**config.mk**
```make
export PLATFORM = sky130hd
export DESIGN_NAME = memoutsel_nbank
export DESIGN_NICKNAME = d
export VERILOG_FILES = /design/src/rtl/memoutsel_pkg.sv /design/src/rtl/memoutsel_bank_ctrl.sv /design/src/rtl/memoutsel_nbank.sv
export SDC_FILE = /design/constraint.sdc
export NUM_CORES = 1
export LEC_CHECK = 0
export CORE_AREA = 3 3 753 755
export CTS_CLUSTER_DIAMETER = 80
export DETAILED_ROUTE_END_ITERATION = 10
export DIE_AREA = 0 0 756 758
export SLEW_MARGIN = 0
export SYNTH_ARGS = -nofsm -noshare
export SYNTH_HDL_FRONTEND = slang
export SYNTH_SLANG_ARGS = --single-unit
```
**constraint.sdc**
```tcl
create_clock -name iCLK -period 2.25 [get_ports iCLK]
set_clock_uncertainty 0.2 [all_clocks]
set_input_delay 0.225 -clock iCLK [delete_from_list [all_inputs] [get_ports iCLK]]
set_output_delay 0.225 -clock iCLK [all_outputs]
set_load 0.01 [all_outputs]
```
**src/rtl/memoutsel_pkg.sv**
```systemverilog
// Shared constants and the modulo bank-pointer increment for the N-bank output selector.
package memoutsel_pkg;

    localparam int MEMOUTSEL_MAX_BANKS = 16;
    localparam int DROP_CNT_W          = 16;
    localparam int PTR_MAX_W           = $clog2(MEMOUTSEL_MAX_BANKS);

    // Wraps to 0 after the last bank so non-power-of-2 bank counts work.
    function automatic logic [PTR_MAX_W-1:0] ptr_inc(input logic [PTR_MAX_W-1:0] p,
                                                     input int num_banks);
        return (int'(p) == num_banks - 1) ? '0 : p + PTR_MAX_W'(1);
    endfunction

endpackage

```
**src/rtl/memoutsel_bank_ctrl.sv**
```systemverilog
// Circular bank queue control: write/read pointers, fill count, ready/valid,
// one-hot write gate and sticky overflow/underflow flags.
module memoutsel_bank_ctrl
    import memoutsel_pkg::*;
#(
    parameter int NUM_BANKS = 2,
    parameter int BANK_W    = $clog2(NUM_BANKS)
) (
    input  logic                 iCLK,
    input  logic                 iRST,
    input  logic                 iWR_DONE,
    input  logic                 iRD_DONE,
    output logic [NUM_BANKS-1:0] oWR_SEL,
    output logic                 oWR_READY,
    output logic [BANK_W-1:0]    oRD_BANK,
    output logic                 oRD_VALID,
    output logic                 oOVF,
    output logic                 oUNF,
    output logic                 oWR_REJ
);
    localparam int CNT_W = $clog2(NUM_BANKS + 1);

    logic [BANK_W-1:0] r_wr_ptr;
    logic [BANK_W-1:0] r_rd_ptr;
    logic [CNT_W-1:0]  r_cnt;
    logic              r_ovf;
    logic              r_unf;
    logic              w_wr_acc;
    logic              w_rd_acc;

    // Acceptance uses the pre-edge count, so a read never frees room for a same-cycle write.
    assign oWR_READY = (r_cnt < CNT_W'(NUM_BANKS));
    assign oRD_VALID = (r_cnt != '0);
    assign w_wr_acc  = iWR_DONE && oWR_READY;
    assign w_rd_acc  = iRD_DONE && oRD_VALID;
    assign oWR_REJ   = iWR_DONE && !oWR_READY;
    assign oRD_BANK  = r_rd_ptr;
    assign oOVF      = r_ovf;
    assign oUNF      = r_unf;

    always_comb begin
        oWR_SEL = '0;
        for (int k = 0; k < NUM_BANKS; k++)
            oWR_SEL[k] = oWR_READY && (r_wr_ptr == BANK_W'(k));
    end

    always_ff @(posedge iCLK) begin
        if (iRST) begin
            r_wr_ptr <= '0;
            r_rd_ptr <= '0;
            r_cnt    <= '0;
            r_ovf    <= 1'b0;
            r_unf    <= 1'b0;
        end else begin
            if (w_wr_acc)
                r_wr_ptr <= BANK_W'(ptr_inc(PTR_MAX_W'(r_wr_ptr), NUM_BANKS));
            if (w_rd_acc)
                r_rd_ptr <= BANK_W'(ptr_inc(PTR_MAX_W'(r_rd_ptr), NUM_BANKS));
            case ({w_wr_acc, w_rd_acc})
                2'b10:   r_cnt <= r_cnt + CNT_W'(1);
                2'b01:   r_cnt <= r_cnt - CNT_W'(1);
                default: r_cnt <= r_cnt;
            endcase
            if (oWR_REJ)
                r_ovf <= 1'b1;
            if (iRD_DONE && !oRD_VALID)
                r_unf <= 1'b1;
        end
    end

endmodule

```
**src/rtl/memoutsel_nbank.sv**
```systemverilog
// N-bank memory output selector: bank queue control plus registered read-data mux.
// Optional MEMOUTSEL_DROP_CNT_EN adds a saturating count of rejected writes (oDROP_CNT).
module memoutsel_nbank
    import memoutsel_pkg::*;
#(
    parameter int DATA_WIDTH = 640,
    parameter int NUM_BANKS  = 2,
    parameter int BANK_W     = $clog2(NUM_BANKS)
) (
    input  logic                            iCLK,
    input  logic                            iRST,
    input  logic [NUM_BANKS*DATA_WIDTH-1:0] iMEMOUT,
    input  logic                            iWR_DONE,
    input  logic                            iRD_DONE,
    output logic [NUM_BANKS-1:0]            oWR_SEL,
    output logic                            oWR_READY,
    output logic [BANK_W-1:0]               oRD_BANK,
    output logic                            oRD_VALID,
    output logic [DATA_WIDTH-1:0]           oMEMOUT_0X,
    output logic                            oOVF,
    output logic                            oUNF
`ifdef MEMOUTSEL_DROP_CNT_EN
    ,
    output logic [DROP_CNT_W-1:0]           oDROP_CNT
`endif
);
    logic [DATA_WIDTH-1:0] r_memout;
    logic [DATA_WIDTH-1:0] w_rd_data;
    logic                  w_wr_rej;

    memoutsel_bank_ctrl #(
        .NUM_BANKS (NUM_BANKS),
        .BANK_W    (BANK_W)
    ) u_ctrl (
        .iCLK      (iCLK),
        .iRST      (iRST),
        .iWR_DONE  (iWR_DONE),
        .iRD_DONE  (iRD_DONE),
        .oWR_SEL   (oWR_SEL),
        .oWR_READY (oWR_READY),
        .oRD_BANK  (oRD_BANK),
        .oRD_VALID (oRD_VALID),
        .oOVF      (oOVF),
        .oUNF      (oUNF),
        .oWR_REJ   (w_wr_rej)
    );

    always_comb begin
        w_rd_data = '0;
        for (int k = 0; k < NUM_BANKS; k++)
            if (oRD_BANK == BANK_W'(k))
                w_rd_data = iMEMOUT[k*DATA_WIDTH +: DATA_WIDTH];
    end

    // Sampled every cycle regardless of oRD_VALID; one cycle behind an rd_ptr change.
    always_ff @(posedge iCLK) begin
        if (iRST)
            r_memout <= '0;
        else
            r_memout <= w_rd_data;
    end

    assign oMEMOUT_0X = r_memout;

`ifdef MEMOUTSEL_DROP_CNT_EN
    logic [DROP_CNT_W-1:0] r_drop_cnt;

    always_ff @(posedge iCLK) begin
        if (iRST)
            r_drop_cnt <= '0;
        else if (w_wr_rej && (r_drop_cnt != '1))
            r_drop_cnt <= r_drop_cnt + DROP_CNT_W'(1);
    end

    assign oDROP_CNT = r_drop_cnt;
`else
    logic w_unused_rej;
    assign w_unused_rej = w_wr_rej;
`endif

endmodule

```
# == Yosys cells after proc, flatten, opt, wreduce, memory -nomap -nowiden ==
# Cells that the tools add are included.
# totals
reg_bits,646
inputBits,1284
out_inout_bits,647
elab_cells,28
# classes
add_sub_neg,4
order_cmp,1
n_eq_ne,2
n_mux,4
n_bitwise,1
reduce_logical,10
# op_table
operator,n
$mux W640,1
$logic_and A1 B1 Y1,6
$pmux W2 S2,1
$reduce_bool A2 Y1,2
$add A1 B1 Y1 const B,2
$add A2 B1 Y2 const B,1
$eq A2 B1 Y1 const B,1
$eq A2 B2 Y1 const B,1
$logic_not A1 Y1,2
$lt A2 B2 Y1 const B,1
$mux W1,2
$sub A2 B1 Y2 const B,1
$not A1 Y1,1

# == Longest topological paths before layout ==
# logic_depth
ltp_word,4
ltp_mapped,6
ltp_nobuf,5

# == Hierarchy ==
# A second synthesis with hierarchy kept.
# hier_totals
cells_unflattened,2092
hier_area_um2,23525.1
# by_module_without_submodules
mod,n_inst,cells_each,area_per_inst_um2,seq_area_each_um2
memoutsel_nbank,1,2062,23269.8,12812.3
memoutsel_bank_ctrl,1,30,255.2,120.1

# == Worst setup path after synthesis ==
# Ideal clock, no wire load.
# synth_timing
path_type,register to register
startpoint,register u_ctrl.r_cnt[1]
endpoint,register u_ctrl.r_cnt[1]
setup_ns,0.070
t_arrival_ns,1.428
required_time_ns,1.980
setup_slack_ns,0.552
stages_incl_launch_ff,6
n_path_buf,1
period_less_slack_ns,1.698
cell_sequence,dfxtp_1 -> clkbuf_1 -> o21a_1 -> ha_1 -> or3_1 -> a21oi_1
# synth_via
elab_chain_len,4
word_cells_on_any_way,10
classes_between,add/sub: 2; order compare: 1; eq/ne: 2; mux: 1; reduce/logical: 4
# synth_lines
item,line_no,rtl
start: declaration,memoutsel_bank_ctrl.sv:25,logic [CNT_W-1:0] r_cnt;
start signal: assignment,memoutsel_bank_ctrl.sv:60,2'b10: r_cnt <= r_cnt + CNT_W'(1);
start signal: assignment,memoutsel_bank_ctrl.sv:61,2'b01: r_cnt <= r_cnt - CNT_W'(1);
start signal: assignment,memoutsel_bank_ctrl.sv:62,default: r_cnt <= r_cnt;
$reduce_bool A2 Y1 (*),memoutsel_bank_ctrl.sv:33,assign oRD_VALID = (r_cnt != '0);
$logic_and A1 B1 Y1 (*),memoutsel_bank_ctrl.sv:35,assign w_rd_acc = iRD_DONE && oRD_VALID;
named net u_ctrl.w_rd_acc,memoutsel_bank_ctrl.sv:29,logic w_rd_acc;
$eq A2 B1 Y1 or $eq A2 B2 Y1 (tied branches),memoutsel_bank_ctrl.sv:59,"case ({w_wr_acc, w_rd_acc})"
$pmux W2 S2 or $reduce_bool A2 Y1 (tied branches),-,
# The timed path passes the listed nets; every way through them passes the cells marked *.
# A chain may end at the register's enable or synchronous reset.

# == Final worst setup path ==
# layout_timing
startpoint,register u_ctrl.r_rd_ptr (netlist: u_ctrl.oRD_BANK)
endpoint,register r_memout[361] (netlist: oMEMOUT_0X[361])
# layout_via
elab_chain_len,1
# layout_lines
item,line_no,rtl
start: declaration,memoutsel_bank_ctrl.sv:24,logic [BANK_W-1:0] r_rd_ptr;
start signal: assignment,memoutsel_bank_ctrl.sv:58,"r_rd_ptr <= BANK_W'(ptr_inc(PTR_MAX_W'(r_rd_ptr), NUM_BANKS));"
$mux W640,memoutsel_nbank.sv:51,if (oRD_BANK == BANK_W'(k))
end signal: assignment,memoutsel_nbank.sv:60,r_memout <= w_rd_data;
end: declaration,memoutsel_nbank.sv:27,logic [DATA_WIDTH-1:0] r_memout;
# Every way passes these cells.

==> run_results.csv <==
group,metric,value,unit
global_route,grt_pass1_wl,523.4,mm
global_route,grt_pass1_vias,32790,
detailed_routing,route.detailed.drc,0,
synth,syn_area_per_cell,10.82,µm²
power,clkPwrFrac,0.312,
cells_and_area,design_area,67320,µm²
placed_design,port_buffers,1930,
global_route,antenna_found_initial,529,
placed_design,placed_area,50940,µm²
synth,yosysTopAreaCell,"dfxtp_1",
synth,yosysWarnings,0,
setup_path,worstPathArrival,2760,ps
cts,cts_tree,"done",
die,rows,275,
synth,syn-num-nets,3378,
sta,hold_viol,0,
setup_path,crit_type,"flop to flop",
die,fp.dieH,758,µm
power,peakVddDrop,653.0,µV
synth,ys_ff_latch,646,
setup_path,critPathLaunchType,"flop",
detailed_routing,vias_per_cell,2.536,
sta,setup_viol,0,
cells_and_area,drive_gt1_frac,0.09297,
cts,clockBufferDepth,4,
die,start_util,0.04039,
cells_and_area,final_cells,13050,
cts,cts_root_buf,"clkbuf_16",
synth,synthCells,2093,
sta,relSlewSlack,0.5123,
detailed_routing,first_pass_iters,5,
die,core,560500,µm²
power,net-switching-power,19.32,mW
synth,netlist_top_cells_count,"646 x dfxtp_1, 646 x nor2_1, 640 x mux2i_1, 66 x clkbuf_1, 54 x buf_4",
placed_design,gp_congestion,1.079,
cells_and_area,finalNetCount,6644,
cts,numCtsBuffers,99,
setup_path,cp-end-kind,"flop",
synth,ys_types,19,
sta,worst_pin_slew,731.5,ps
die,ios,1931,
cts,clkSlewWorstSetupHoldPaths,60,ps
detailed_routing,num_vias,33100,
synth,yosysSeqAreaShare,0.5712,
setup_path,crit_required,2780,ps
setup_path,cp_max_fo,12,
setup_path,r2r_setup_slack,20,ps
cells_and_area,layout-area-overhead-vs-synth,197.3,%
power,power.leakage,24.32,nW
power,p_per_area,774.5,nW/µm²
detailed_routing,ant_nets,0,
placed_design,hpwl,412.8,mm
power,pwr-share-comb,0.421,
power,p_int,32.81,mW
detailed_routing,totalWireLength,455.3,mm
synth,synth_edf_count,0,
die,fp.dieW,756,µm
sta,fmax,0.4481,GHz
sta,finalMaxSlewViolations,0,
power,sequentialPowerShare,0.267,
global_route,grt_util_all_layers,0.1519,
die,die_area,573000,µm²
detailed_routing,routedWlPerCell,34.89,µm
power,switching_share,0.3706,
setup_path,reg2reg_depth,6,
sta,fin_crit_sh,0.9919,
cts,cts_max_level,3,
synth,synth_top_cell_area_share,0.5712,
placed_design,place_inst,11450,
sta,min_period,2232,ps
status,status,"complete, no violations",
global_route,grt-ovfl-total,0,
worst_hold_path,min_path_cells,3,
cts,numClockSinks,646,
synth,synth.area.top_cells,"dfxtp_1 57%, mux2i_1 28%, nor2_1 11%",
synth,netlist_area,22640,µm²
synth,synthFlopType,"dfxtp_1",
worst_hold_path,hp-class,"input port to flop",
global_route,grt_max_degree,61,
cts,clkLatencyLatePin,820,ps
run,cap_violations,0,
synth,synthArstFlopShare,0,
detailed_routing,dr.first_iter.drc_count,2086,
==> timing repair <==
action	CTS	global route
setup buffers	1	8
endpoints found under the hold margin	646	0
gates cloned	0	1
hold buffers	1282	0
gates resized for setup	294	6
endpoints found under the setup margin	238	16
==> power groups by stage <==
stage               sequential (mW)  combinational, mW  clock [mW]
floorplan                      14.9               6.11           0
global placement               14.2               19.1           0
detailed placement             14.2               19.1           0
CTS                            13.9               22.2        17.0
global route                   14.1               23.3        17.3
finish                         13.9               22.0        16.3
==> critical path: stages (launching register included) <==
cell	delay, ps
dfxtp_4	410
buf_4	140
clkbuf_16	140
buf_4	240
mux2i_1	320
dlygate4sd3_1	630
nor2_1	50
==> stage by stage <==
stage	util	setup slack [ps]	setup TNS, ps	hold slack, ps	power (mW)
3_5_place_dp	0.09088	186.1	0	279.6	33.29
3_3_place_gp	0.09088	199.6	0	254.3	33.30
6_report	0.1201	18.15	0	87.29	52.14
4_1_cts	0.1193	0.1317	0	44.26	53.17
5_1_grt	0.1199	-12.87	-28.40	91.34	54.70
2_1_floorplan	-	552.0	0	165.7	21.01
==> cell type report <==
type / count / area [µm²]
clock inverter: 44 / 519.2
inverter: 2 / 7.507
sequential: 646 / 12940
multi-input combinational: 1301 / 8934
timing repair buffer: 3309 / 32430
clock buffer: 130 / 2785
tap: 7479 / 9358
antenna: 138 / 345.3
fill: 63740 / 493200
==> cells in the final DEF, fill, tap and decap left out, types with 3 or more instances in the layout <==
cell type,count
dfxtp_1,642
clkdlybuf4s15_1,9
a21oi_1,4
diode_2,138
buf_4,288
clkbuf_8,17
dfxtp_2,3
clkinvlp_4,4
dlygate4sd3_1,1282
nor2_1,645
clkbuf_1,13
clkinv_4,4
inv_6,16
clkdlybuf4s15_2,20
bufinv_16,7
clkinv_2,9
mux2i_1,640
clkbuf_16,101
buf_12,24
clkdlybuf4s50_1,1483
dlygate4sd2_1,196
==> flip-flops by register name (all words and copies together), names as in the netlist <==
register,count
u_ctrl.oUNF,1
u_ctrl.oRD_BANK,1
oMEMOUT_0X,640
u_ctrl.r_cnt,2
u_ctrl.oOVF,1
u_ctrl.r_wr_ptr,1
==> metal layers <==
metal,part of all wire,vias up,track usage,wire (µm)
li1,-,13620,-,-
met1,0.39,15550,0.1726,175900
met2,0.42,2768,0.2338,193000
met3,0.13,1081,0.08377,60000
met4,0.057,78,0.06494,25880
met5,0.0012,-,0.00008267,527
==> worst paths after layout <==
check / start / to
min reg2reg: u_ctrl.oOVF / u_ctrl.oOVF
max: u_ctrl.oRD_BANK / oMEMOUT_0X[361]
max reg2reg: u_ctrl.oRD_BANK / oMEMOUT_0X[361]
min: iMEMOUT[843] / oMEMOUT_0X[203]
==> logic make-up (layout without fill, tap and decap cells) <==
kind of cell / Yosys count / count (layout) / share of synthesized area
xor gates and xnor gates: 3 / 3 / 0.001161
and+or+nand+nor: 651 / 651 / 0.1084
muxes: 640 / 640 / 0.2830
AOI/OAI and AO/OA: 6 / 6 / 0.001437
DFF: 646 / 646 / 0.5712
other: 0 / 138 / 0
buffers and inverters: 146 / 3485 / 0.03432
adders and majority gates: 1 / 1 / 0.0005526
Note: power is estimated with default switching activity, not from simulation.
==> RTL change 1 (config.mk and constraints unchanged) <==
Build with the macro `MEMOUTSEL_DROP_CNT_EN` defined.
--- a/src/rtl/memoutsel_nbank.sv
+++ b/src/rtl/memoutsel_nbank.sv
@@ -1,4 +1,6 @@
 // N-bank memory output selector: bank queue control plus registered read-data mux.
 // Optional MEMOUTSEL_DROP_CNT_EN adds a saturating count of rejected writes (oDROP_CNT).
+`define MEMOUTSEL_DROP_CNT_EN
+
 module memoutsel_nbank
     import memoutsel_pkg::*;
New outputs: oDROP_CNT. Function: not settled (the Yosys comparison gave no result); the edit may change what the design does.
==> RTL change 1 against the original RTL <==
First-iteration DRC count fell by 6.4%. Non-clock buffer count rose by 17. Wire length fell by 3.3%. Largest power group unchanged. Total power rose by 1.4%. Design area rose by 0.94%. Setup slack got worse by 0.053 ns. Sequential cell count rose by 16. Area after synthesis rose by 2.6%. The run now ends with negative setup slack left.
==> RTL change 1: results (changes against the original RTL) <==
total clock buffers created by CTS=97 (-2.0%); setup total negative slack=-0.119 ns (-0.119 ns); Worst Path Max Fanout=55 (+43); Fin Hold WS=0.0356 ns (-0.0517 ns); initial antenna violation count=413 (-22%); nets=6,753 (+1.6%); Final Non-Filler Cells=13,100 (+0.65%); via count=33,100 (+0.10%); violated checks=negative setup slack; layout cells sized above 1=10.0% (+0.75 points); Final setup violation count=5 (+5); VDD IR max=0.581 mV (-11%); top cells by area, synth=dfxtp_1 57%, mux2i_1 28%, nor2_1 11%; largest net degree at the start of global routing=73 (+20%); syn_nets=3,476 (+2.9%); post-synthesis cell type count=33 (+14); status=finished with violations; WL met2=195,000 µm (+0.91%); drt wl/cell=33.5 µm (-4.0%); vias in the first global route=33,800 (+3.0%); Pleak=24.6 nW (+1.0%); post-synthesis sequential area ratio=57.1% (about the same); Post-synth top cells=662 x dfxtp_1, 651 x nor2_1, 641 x mux2i_1; first-pass GRT wire length=509,000 µm (-2.7%); WL met1=153,000 µm (-13%); CTS Hold Buffers Added=1,270 (-0.94%); GP Congestion=1.10 (+1.9%); Setup WS post-layout=-0.0346 ns (-0.0527 ns); post-CTS sizing=288 (-2.0%); crit path DAT=2.77 ns (about the same); Detail Route met3 WL=69,000 µm (+15%)
## RTL change 1: final cells by class
class                      instances  area (µm²)  area share [%]
timing repair buffer            3326       32400            47.7
multi-input combinational       1376        9410            13.9
antenna                          121         303           0.446
sequential                       662       13300            19.5
tap                             7479        9360            13.8
clock buffer                     124        2660            3.91
inverter                           4        15.0          0.0221
clock inverter                    42         495           0.729
## RTL change 1: routing by layer
layer	GRT usage (%)	up-vias
met4	6.51	66
met5	0	-
met2	23.3	2548
met1	14.8	15600
li1	-	14000
met3	10.1	913
## RTL change 1: path summary, 6_finish.rpt
check                                       to  depth (start not counted)                         start
setup reg to reg    oMEMOUT_0X[566]$_SDFF_PP0_                          5  u_ctrl.oRD_BANK$_SDFFE_PP0P_
setup / recovery    oMEMOUT_0X[566]$_SDFF_PP0_                          5  u_ctrl.oRD_BANK$_SDFFE_PP0P_
hold reg to reg   u_ctrl.r_wr_ptr$_SDFFE_PP0P_                          2  u_ctrl.r_wr_ptr$_SDFFE_PP0P_
hold / removal      oMEMOUT_0X[607]$_SDFF_PP0_                          4                 iMEMOUT[1247]
## RTL change 1: worst max-delay path, cell delays in order, from the launching register on
cell and delay, ns:
dfxtp_4 0.37, buf_12 0.21, buf_16 0.34, mux2i_1 0.24, dlygate4sd3_1 0.58, nor2_1 0.05
## RTL change 1: power breakdown
group	total, mW	leakage, nW	switching, mW	internal, mW
Combinational	23.0	17.5	13.0	10.0
Sequential	14.2	5.52	0.637	13.6
Clock	15.6	1.54	6.69	8.92
## RTL change 1: cell families after synthesis
group / count (synthesis) / share of synthesized area (%)
AOI/OAI and AO/OA: 30 / 0.738
muxes: 643 / 27.7
and+or+nand+nor: 698 / 11.8
DFF: 662 / 57.1
xor gates and xnor gates: 3 / 0.113
buffers and inverters: 152 / 2.47
adders and majority gates: 2 / 0.108
==> RTL change 2 (same settings) <==
Made on the original files. Register the output `oOVF`, with the module's reset; this adds one clock of latency there. The other outputs are not delayed to match.
--- a/src/rtl/memoutsel_nbank.sv
+++ b/src/rtl/memoutsel_nbank.sv
@@ -25,4 +25,6 @@
 `endif
 );
+
+    logic oOVF_d;
     logic [DATA_WIDTH-1:0] r_memout;
     logic [DATA_WIDTH-1:0] w_rd_data;
@@ -41,5 +43,5 @@
         .oRD_BANK  (oRD_BANK),
         .oRD_VALID (oRD_VALID),
-        .oOVF      (oOVF),
+        .oOVF      (oOVF_d),
         .oUNF      (oUNF),
         .oWR_REJ   (w_wr_rej)
@@ -79,4 +81,12 @@
 `endif
 
+    always_ff @(posedge iCLK) begin
+        if (iRST) begin
+            oOVF <= '0;
+        end else begin
+            oOVF <= oOVF_d;
+        end
+    end
+
 endmodule
 
Check against the original RTL: not settled (the Yosys comparison gave no result); the edit may change what the design does.
==> RTL change 2 against the original RTL <==
The run now ends with negative setup slack left. Design area decreased by 0.63%. Wire length increased by 0.79%. Sequential cell count increased by 1. Total power decreased by 2.5%. Count of clock-buffer cells in the layout decreased by 8. Critical path type unchanged. Setup slack got worse by 0.053 ns. Area after synthesis increased by 0.12%.
==> RTL change 2: results (changes against the original RTL) <==
RR Endpoint=oMEMOUT_0X[94]$_SDFF_PP0_; largest net degree at the start of global routing=61 (unchanged); GP Congestion=1.09 (+0.59%); DRT Pass-1 Iters=7 (+2); internal power=31.8 mW (-3.2%); Iteration-0 DRC Markers=2,218 (+6.3%); top cells by area, synth=dfxtp_1 57%, mux2i_1 28%, nor2_1 11%; Root Driver=clkbuf_16; Final setup violation count=2 (+2); status=finished with violations; asr flop ratio synth=0% (unchanged); placed cell area=51,100 µm² (+0.30%); nets=6,620 (-0.36%); drt wl/cell=35.1 µm (+0.67%); first-pass GRT wire length=525,000 µm (+0.33%); vias in the first global route=32,600 (-0.71%); R2R cell count=5 (-1); layout cells sized above 1=8.72% (-0.58 points); Crit. Startpoint=u_ctrl.oRD_BANK$_SDFFE_PP0P_; Setup WS post-layout=-0.0350 ns (-0.0531 ns); post-synthesis sequential area ratio=57.1% (about the same); worst slew pin tran=0.939 ns (+0.208 ns); CP Class=flop to flop; Longest Clk Path Bufs=4 (unchanged); YS warnings=0 (unchanged); Placed Cells=11,500 (+0.10%); min-delay worst type=primary input to flop; GR Util All Layers=15.3% (+0.093 points); setup total negative slack=-0.0388 ns (-0.0388 ns); post-synth top area share=57.1% (about the same); Final Non-Filler Cells=13,100 (+0.12%); Worst Path Max Fanout=38 (+26); clock-pin slew on the worst setup and hold paths=0.06 ns (about the same); Skew-Pair Late Insertion Delay=0.83 ns; VDD IR max=0.647 mV (-0.84%); Detail Placement HPWL=412,000 µm (-0.16%); Post-synth top cells=647 x dfxtp_1, 646 x nor2_1, 640 x mux2i_1; post-synthesis cell type count=19 (unchanged); total clock buffers created by CTS=91 (-8.1%); Largest register FFs=640 (unchanged); PortBufs=1,930 (unchanged); dpl ws=0.260 ns (+0.0735 ns); Pleak=24.4 nW (+0.32%); initial antenna violation count=543 (+2.6%); H-tree levels=3 (unchanged); crit path DAT=2.77 ns (about the same); mean post-synth cell area=10.8 µm² (about the same); Vias/cell=2.56 (+1.1%); violated checks=negative setup slack; syn_nets=3,380 (+0.059%)
==> RTL change 2: changes by cell type in the layout (fill, tap and decap cells not counted), sizes merged, moves of 5 or more <==
cell,change
dlymetal6s4s,+16
clkbuf,-6
clkdlybuf4s50,-30
diode,+45
inv,-8
buf,-10
dlygate4sd3,-43
clkinv,+10
bufinv,-5
dlygate4sd2,+47
==> RTL change 2: worst max-delay path: stages, from the launching register on <==
cell	delay [ns]
dfxtp_4	0.37
buf_16	0.21
buf_12	0.29
mux2i_1	0.27
dlygate4sd3_1	0.61
nor2_1	0.06
==> RTL change 2: power by group through the flow <==
stage          clock [mW]  combinational [mW]  sequential [mW]
2_1_floorplan           0                6.11             14.9
3_3_place_gp            0                18.9             14.1
3_5_place_dp            0                18.9             14.1
4_1_cts              15.4                22.2             13.9
5_1_grt              15.6                23.5             14.1
6_report             14.8                22.1             13.9
==> RTL change 2: cell families (layout without fill, tap and decap cells) <==
logic type                 after synthesis  after routing  share of synthesized area, %
buffers and inverters                  146           3454                          3.43
xor gates and xnor gates                 3              3                         0.116
muxes                                  640            640                          28.3
and+or+nand+nor                        652            652                          10.9
adders and majority gates                1              1                        0.0552
AOI/OAI and AO/OA                        6              6                         0.144
DFF                                    647            647                          57.1
other                                    0            183                             0
==> RTL change 2: layer usage <==
metal	wire length, µm	global-route usage (%)	share of wire [%]	up-vias
met4	26700	6.89	5.8	146
met3	72500	10.2	16	1218
met2	188000	22.6	41	3018
met1	171000	16.9	37	15500
met5	983	0.00827	0.21	-
li1	-	-	-	13600
==> RTL change 2: layout make-up <==
type	instances	area, µm²
antenna	183	458
clock inverter	39	373
fill	63600	494000
inverter	2	7.51
sequential	647	13000
clock buffer	122	2560
timing repair buffer	3291	32200
multi-input combinational	1302	8940
tap	7479	9360
==> RTL change 2: worst min path at each step <==
| stage | startpoint | endpoint | slack (ns) | depth (start not counted) |
|---|---|---|---|---|
| floorplan | iRD_DONE | u_ctrl.oUNF$_SDFFE_PP0P_ | 0.17 | 2 |
| finish | iMEMOUT[512] | oMEMOUT_0X[512]$_SDFF_PP0_ | 0.05 | 4 |
| global route | iMEMOUT[485] | oMEMOUT_0X[485]$_SDFF_PP0_ | 0.05 | 4 |
| global placement | u_ctrl.oOVF$_SDFFE_PP0P_ | u_ctrl.oOVF$_SDFFE_PP0P_ | 0.25 | 2 |
| detailed placement | u_ctrl.oOVF$_SDFFE_PP0P_ | u_ctrl.oOVF$_SDFFE_PP0P_ | 0.26 | 2 |
| CTS | iMEMOUT[351] | oMEMOUT_0X[351]$_SDFF_PP0_ | 0.004 | 3 |
==> RTL change 2: what timing repair did <==
item,4_1_cts,5_1_grt
buffers inserted,0,10
endpoints found under the setup margin,276,52
hold endpoints to repair,646,0
resized for setup,320,39
hold buffers,1255,0
